### config.mk
export PLATFORM = sky130hd
export DESIGN_NAME = instr_fetch_unit
export DESIGN_NICKNAME = d
export VERILOG_FILES = /design/src/rtl/instr_fetch_unit.sv
export SDC_FILE = /design/constraint.sdc
export NUM_CORES = 1
export LEC_CHECK = 0
export CAP_MARGIN = 10
export CORE_UTILIZATION = 35
export DETAILED_ROUTE_END_ITERATION = 12
export PLACE_DENSITY = 0.68
export RECOVER_POWER = 100
export REMOVE_ABC_BUFFERS = 1
export SYNTH_ARGS = -nofsm -noshare
export SYNTH_HDL_FRONTEND = slang
export SYNTH_SLANG_ARGS = --single-unit
### constraint.sdc
create_clock -name iCLK -period 12.7 [get_ports iCLK]
set_clock_uncertainty 0.15 [all_clocks]
set_input_delay 2.54 -clock iCLK [delete_from_list [all_inputs] [get_ports iCLK]]
set_output_delay 2.54 -clock iCLK [all_outputs]
set_load 0.1 [all_outputs]
### src/rtl/instr_fetch_unit.sv
// Instruction fetch unit: requests one word at oPC, issues it to the datapath, then selects the next PC.
// Optional fetch watchdog is built when FETCH_TIMEOUT_EN is defined; the default build has no watchdog.
module instr_fetch_unit #(
  parameter logic [31:0] INITIAL_PC     = 32'h0040_0000,
  parameter int unsigned TIMEOUT_CYCLES = 16
) (
  input  logic        iCLK,
  input  logic        iRST,
  // instruction memory
  output logic        oIMemReq,
  output logic [31:0] oIMemAddr,
  input  logic        iIMemAck,
  input  logic [31:0] iIMemData,
  // issue to control unit / datapath
  output logic [31:0] oInstr,
  output logic [31:0] oPC,
  output logic        oInstrValid,
  input  logic        iInstrReady,
  // next-PC selection
  input  logic [1:0]  iOrigPC,
  input  logic        iBranchTaken,
  input  logic [31:0] iBranchTarget,
  input  logic [31:0] iJalTarget,
  input  logic [31:0] iJalrTarget,
  // faults and statistics
  output logic        oMisaligned,
  output logic [31:0] oBadAddr,
  output logic        oTimeout,
  output logic [31:0] oInstrCount
);

  typedef enum logic [1:0] {
    START = 2'd0,
    FETCH = 2'd1,
    ISSUE = 2'd2,
    HALT  = 2'd3
  } state_e;

  typedef enum logic [1:0] {
    PC_SEQ    = 2'b00,
    PC_BRANCH = 2'b01,
    PC_JAL    = 2'b10,
    PC_JALR   = 2'b11
  } pc_src_e;

  localparam logic [31:0] NOP_INSTR = 32'h0000_0013;

  state_e      state_q, state_d;
  logic [31:0] pc_q, pc_d;
  logic [31:0] instr_q, instr_d;
  logic [31:0] count_q, count_d;
  logic        misaligned_q, misaligned_d;
  logic [31:0] bad_addr_q, bad_addr_d;

  logic [31:0] pc_plus4;
  logic [31:0] next_pc;
  logic        next_pc_bad;

`ifdef FETCH_TIMEOUT_EN
  logic [31:0] timer_q, timer_d;
  logic        timeout_q, timeout_d;
`endif

  // JALR bit 0 is discarded by the architecture, and the watchdog limit is unused in the default build.
  logic unused_inputs;
  assign unused_inputs = ^{TIMEOUT_CYCLES, iJalrTarget[0]};

  // ---------------------------------------------------------------------------
  // Next-PC selection
  // ---------------------------------------------------------------------------
  assign pc_plus4 = pc_q + 32'd4;

  always_comb begin
    next_pc = pc_plus4;
    unique case (pc_src_e'(iOrigPC))
      PC_SEQ:    next_pc = pc_plus4;
      PC_BRANCH: next_pc = iBranchTaken ? iBranchTarget : pc_plus4;
      PC_JAL:    next_pc = iJalTarget;
      PC_JALR:   next_pc = {iJalrTarget[31:1], 1'b0};
      default:   next_pc = pc_plus4;
    endcase
  end

  assign next_pc_bad = (next_pc[1:0] != 2'b00);

  // ---------------------------------------------------------------------------
  // State register
  // ---------------------------------------------------------------------------
  // NOTE: sequential state is updated only with non-blocking assignments so every flop samples pre-edge values.
  always_ff @(posedge iCLK or posedge iRST) begin
    if (iRST) state_q <= START;
    else      state_q <= state_d;
  end

  // NOTE: reset lives in the sensitivity list, so the architectural registers take their reset values without a clock.
  always_ff @(posedge iCLK or posedge iRST) begin
    if (iRST) begin
      pc_q         <= INITIAL_PC;
      instr_q      <= NOP_INSTR;
      count_q      <= '0;
      misaligned_q <= 1'b0;
      bad_addr_q   <= '0;
`ifdef FETCH_TIMEOUT_EN
      timer_q      <= '0;
      timeout_q    <= 1'b0;
`endif
    end else begin
      pc_q         <= pc_d;
      instr_q      <= instr_d;
      count_q      <= count_d;
      misaligned_q <= misaligned_d;
      bad_addr_q   <= bad_addr_d;
`ifdef FETCH_TIMEOUT_EN
      timer_q      <= timer_d;
      timeout_q    <= timeout_d;
`endif
    end
  end

  // ---------------------------------------------------------------------------
  // Next-state and datapath update
  // ---------------------------------------------------------------------------
  always_comb begin
    // NOTE: every signal gets a hold default first so no path through the case infers a latch.
    state_d      = state_q;
    pc_d         = pc_q;
    instr_d      = instr_q;
    count_d      = count_q;
    misaligned_d = misaligned_q;
    bad_addr_d   = bad_addr_q;
`ifdef FETCH_TIMEOUT_EN
    timer_d      = timer_q;
    timeout_d    = timeout_q;
`endif

    unique case (state_q)
      START: begin
        state_d = FETCH;
`ifdef FETCH_TIMEOUT_EN
        timer_d = '0;
`endif
      end

      FETCH: begin
        if (iIMemAck) begin
          instr_d = iIMemData;
          state_d = ISSUE;
        end
`ifdef FETCH_TIMEOUT_EN
        else if ((timer_q + 32'd1) >= TIMEOUT_CYCLES) begin
          timeout_d = 1'b1;
          state_d   = HALT;
        end else begin
          timer_d = timer_q + 32'd1;
        end
`endif
      end

      ISSUE: begin
        if (iInstrReady) begin
          count_d = count_q + 32'd1;
          if (next_pc_bad) begin
            // The faulting instruction's PC stays visible; the bad target is reported separately.
            misaligned_d = 1'b1;
            bad_addr_d   = next_pc;
            state_d      = HALT;
          end else begin
            pc_d    = next_pc;
            state_d = FETCH;
`ifdef FETCH_TIMEOUT_EN
            timer_d = '0;
`endif
          end
        end
      end

      HALT: state_d = HALT;

      default: state_d = START;
    endcase
  end

  // ---------------------------------------------------------------------------
  // Outputs
  // ---------------------------------------------------------------------------
  always_comb begin
    oIMemReq    = 1'b0;
    oInstrValid = 1'b0;
    unique case (state_q)
      FETCH:   oIMemReq    = 1'b1;
      ISSUE:   oInstrValid = 1'b1;
      default: ;
    endcase
  end

  assign oIMemAddr   = pc_q;
  assign oPC         = pc_q;
  assign oInstr      = instr_q;
  assign oInstrCount = count_q;
  assign oMisaligned = misaligned_q;
  assign oBadAddr    = bad_addr_q;

`ifdef FETCH_TIMEOUT_EN
  assign oTimeout = timeout_q;
`else
  assign oTimeout = 1'b0;
`endif

endmodule

* Word level (Yosys, flattened, before mapping)
Cells that the tools add are included.
** Storage, ports and cells
- Flip-flop bits (word level) :: 131
- Bits of input ports :: 135
- Output and inout port bits :: 164
- Word-level logic and storage cells :: 33
** Cells by class
- Add/sub/neg operators :: 2
- Eq/ne operators :: 8
- Muxes and demuxes :: 8
- Bitwise logic cells :: 1
- Reductions and logical operators :: 8
** Operators by type and width (count)
- $pmux W32 S4 :: 1
- $add A32 B1 Y32 const B :: 1
- $add A32 B3 Y32 const B :: 1
- $mux W32 :: 1
- $eq A2 B2 Y1 const B :: 4
- $pmux W2 S4 :: 1
- $mux W2 :: 3
- $reduce_and A2 Y1 :: 3
- $reduce_and A3 Y1 :: 2
- $eq A2 B1 Y1 const B :: 2
- $logic_not A2 Y1 :: 2
- $ne A2 B2 Y1 const B :: 2
- $mux W1 :: 2
- $reduce_bool A2 Y1 :: 1
- $not A1 Y1 :: 1

* Longest topological paths before layout
- Word-level depth :: 7
- Mapped depth :: 8
- Mapped depth without buffers :: 6

* Least setup slack after synthesis
Ideal clock, no wire load.
- Path kind :: register -> output
- From :: register state_q[0]
- To :: output oInstrValid
- Arrival :: 1814 ps
- Required time :: 10010 ps
- Slack :: 8196 ps
- Stages on the path, launching flop included :: 2
- Buffers on the path :: 0
- Cell sequence :: dfrtp_1 > nor2b_1
** On the way
- Word-level cells in the longest chain between the ends :: 2
** Ends and longest elaborated chain
- start: declaration :: line 48 : state_e state_q, state_d;
- start signal: assignment :: line 92 : else state_q <= state_d;
- $eq A2 B2 Y1 :: line 189 : unique case (state_q)
- $mux W1 :: line 189
- end: declaration :: line 17 : output logic oInstrValid,
No other way between the ends.

* Worst setup path after layout
- From :: input iOrigPC[1]
- To :: register bad_addr_q[6] (netlist: oBadAddr[6])
** On the way
- Word-level cells in the longest chain between the ends :: 4
- Elaborated cells on any way between the ends :: 7
- Classes of those cells :: eq/ne: 3; mux: 1; reduce/logical: 3
** Ends and longest elaborated chain
- start: declaration :: line 20 : input logic [1:0] iOrigPC,
- $eq A2 B2 Y1 (tied with other cells) :: line 75 : unique case (pc_src_e'(iOrigPC))
- $pmux W32 S4 (*) :: line 75
- $reduce_bool A2 Y1 :: line 84 : assign next_pc_bad = (next_pc[1:0] != 2'b00);
- $reduce_and A3 Y1 (no line)
- end signal: assignment :: line 112 : bad_addr_q <= bad_addr_d;
- end: declaration :: line 53 : logic [31:0] bad_addr_q, bad_addr_d;
Mark *: on every way between the ends. The rest lies on a longest branch, timed or not.
A chain may end at the register's enable or synchronous reset.

==> impl_metrics.toml <==
[pwr]
vdd_drop_max_mv = 0.254
swShare_pct = 58.5
combPwrFrac_pct = 59.0
intPower_mw = 1.21
pwr-share-clk_pct = 18.1
power_leakage_nw = 4.74
power.density_nw_per_um2 = 270
power_frac_seq_pct = 22.9
p_sw_mw = 1.70

[worst_setup_path]
rr_worst_depth = 5
r2r_start = "oIMemAddr[1]"
cp.required_ns = 12.76
cp.arrival_ns = 8.38
startpoint_type = "input port"
rrSetupSlack_ns = 8.97
rr_endpoint = "oBadAddr[6]"
criticalPathCategory = "input port to flip-flop"
cp_max_fo = 53
cp-end-kind = "flip-flop"

[clocking]
insertion_delay_ns = 0.43
cts_made_buffers = 17
cts.path.max_buffers = 2
cts_tree = "done"
cts.clk_slew.worst_paths_ns = 0.06
h-tree-depth = 4
root_buffer = "clkbuf_16"
postCtsHoldBufs = 0
cts.repair.resized = 0
cts_setup_buffers = 0
cts.sinks = 131

[timing]
finalCritPeriodShare_pct = 65.5
setup_viol_count_final = 0
tightest_slew_ns = 3.96
fmax_mhz = 120
fin_crit_ns = 8.32
slew_headroom_pct = -164
fin_setup_tns_ns = 0
slew_violations = 312
rsz0062_at_grt = "false"
finalHoldViolations = 0

[cells_and_area]
layout.nets = 1131
drive_above_1_share_pct = 10.3
n_antenna_cell = 0
synthToLayoutAreaGrowth_pct = 48.8
design_area_um2 = 10800
most-common-layout-cells = "166 x dlygate4sd3_1, 128 x clkdlybuf4s50_1, 127 x dfrtp_1"
final_common_cell = "dlygate4sd3_1"

[routing]
wl_per_cell_um = 18.0
vias = 6680
drc_errors = 0
ant_nets = 0
drt_first_pass_iters = 5
drt_iter0_markers = 251
viasPerCell = 5.23
wl_um = 23000

[die]
rows = 52
dieWidth_um = 146
ioPinCount = 299
dieArea_um2 = 21300
die_height_um = 146
start_util_pct = 35.8
design.core.area_um2 = 20200

[global_routing]
antenna_found_initial = 1
grt-ovfl-total = 0
grt_pass1_vias = 6411
grt_pass1_wl_um = 35900
grt_max_degree = 73
track_usage_pct = 21.8

[yosys]
synth-async-reset-ratio_pct = 100
synth_edf_count = 0
synthesis.area_um2 = 7240
syn_inst = 746
avgSynthCellArea_um2 = 9.70
synth-seq-area-share_pct = 45.4
yosys_warnings = 0
synth_seq_cells = 131
synth_ff_type = "dfrtp_1"
synth.distinct_cells = 55

[hold_path]
holdPathEnd = "oBadAddr[29]"
whs_path_depth = 2
holdCritStartpoint = "oBadAddr[29]"
hp-class = "flip-flop to flip-flop"

[placed_design]
io_buffers = 296
gp_congestion = 0.819
post-dp-hpwl_um = 16300
placed_cell_area_um2 = 10200

[outcome]
failed_checks = "capacitance limit, slew limit"
status = "finished with violations"

[run]
cap_violations = 6
[power groups by stage]
stage,Sequential (mW),Clock (mW),Combinational (mW)
final,0.668,0.526,1.72
after global routing,0.690,0.554,1.76
after CTS,0.675,0.536,1.79
after detailed placement,0.681,0,1.78
after global placement,0.675,0,1.78
after floorplan,1.81,0,0.195
[logic make-up after synthesis]
| family | Yosys count | synth area share, % |
|---|---|---|
| XOR/XNOR | 38 | 4.60 |
| buffers and inverters | 94 | 6.85 |
| adder cells (fa/ha/maj) | 2 | 0.346 |
| AND/OR/NAND/NOR | 251 | 17.5 |
| other | 1 | 0.0518 |
| AO/OA/AOI/OAI | 159 | 14.6 |
| flip-flops | 131 | 45.4 |
| multiplexers | 70 | 10.7 |
[flip-flops by register name, summed over array words and instances (netlist names)]
name,count
oMisaligned,1
oBadAddr,32
oIMemAddr,32
state_q,2
oInstr,32
oInstrCount,32
[layout make-up]
type	count	area (µm²)
Clock inverter	14	191
Sequential cell	131	3280
Multi-Input combinational cell	521	3440
Fill cell	1835	9470
Tap cell	270	338
Timing Repair Buffer	305	3010
Inverter	18	68.8
Clock buffer	18	439
[metrics by stage]
| step | setup WS, ns | hold WS, ns | total power [mW] | utilization, % | std cells |
|---|---|---|---|---|---|
| after CTS | 7.13 | 0.331 | 3.00 | 53.5 | 1277 |
| after global routing | 3.49 | 0.358 | 3.01 | 53.2 | 1277 |
| after global placement | 6.71 | 0.301 | 2.45 | 50.4 | 1245 |
| after detailed placement | 6.70 | 0.314 | 2.46 | 50.4 | 1245 |
| final | 4.38 | 0.321 | 2.91 | 53.2 | 1277 |
| after floorplan | 6.30 | 0.406 | 2.01 | - | 670 |
[cell usage after synthesis, types with 18 or more instances]
master,n,area [µm²]
mux2_2,50,563
dfrtp_1,127,3180
o21ai_0,51,255
clkbuf_1,27,101
nand4_1,19,119
o31ai_1,18,135
nor2_1,37,139
nand2_1,87,327
nand3_1,26,130
xnor2_1,28,245
inv_1,18,67.6
a21oi_1,25,125
buf_4,33,248
mux2i_1,18,180
[per-layer routing]
layer  GRT usage [%]  up-vias  routed length [µm]
li1                -     3170                   -
met1            27.6     3212                9780
met2            37.0      275               11300
met3            5.39       21                1690
met4            6.00        2                 240
met5               0        -                  13
[worst max-delay path by stage]
stage	startpoint	to	slack (ns)
3_5_place_dp	iOrigPC[1]	oIMemAddr[23]	6.70
3_3_place_gp	iOrigPC[1]	oIMemAddr[15]	6.71
6_report	iOrigPC[1]	oBadAddr[6]	4.38
2_1_floorplan	iOrigPC[1]	oBadAddr[10]	6.30
5_1_grt	iRST	state_q[1]	3.49
4_1_cts	iOrigPC[1]	oIMemAddr[15]	7.13
[worst max-delay path, stage by stage]
cell	delay [ns]
buf_2	0.07
clkbuf_1	1.76
inv_1	1.24
mux4_2	0.66
o31ai_4	0.19
clkbuf_1	1.57
o21ai_0	0.31
Power figures use the tool's default switching activity.
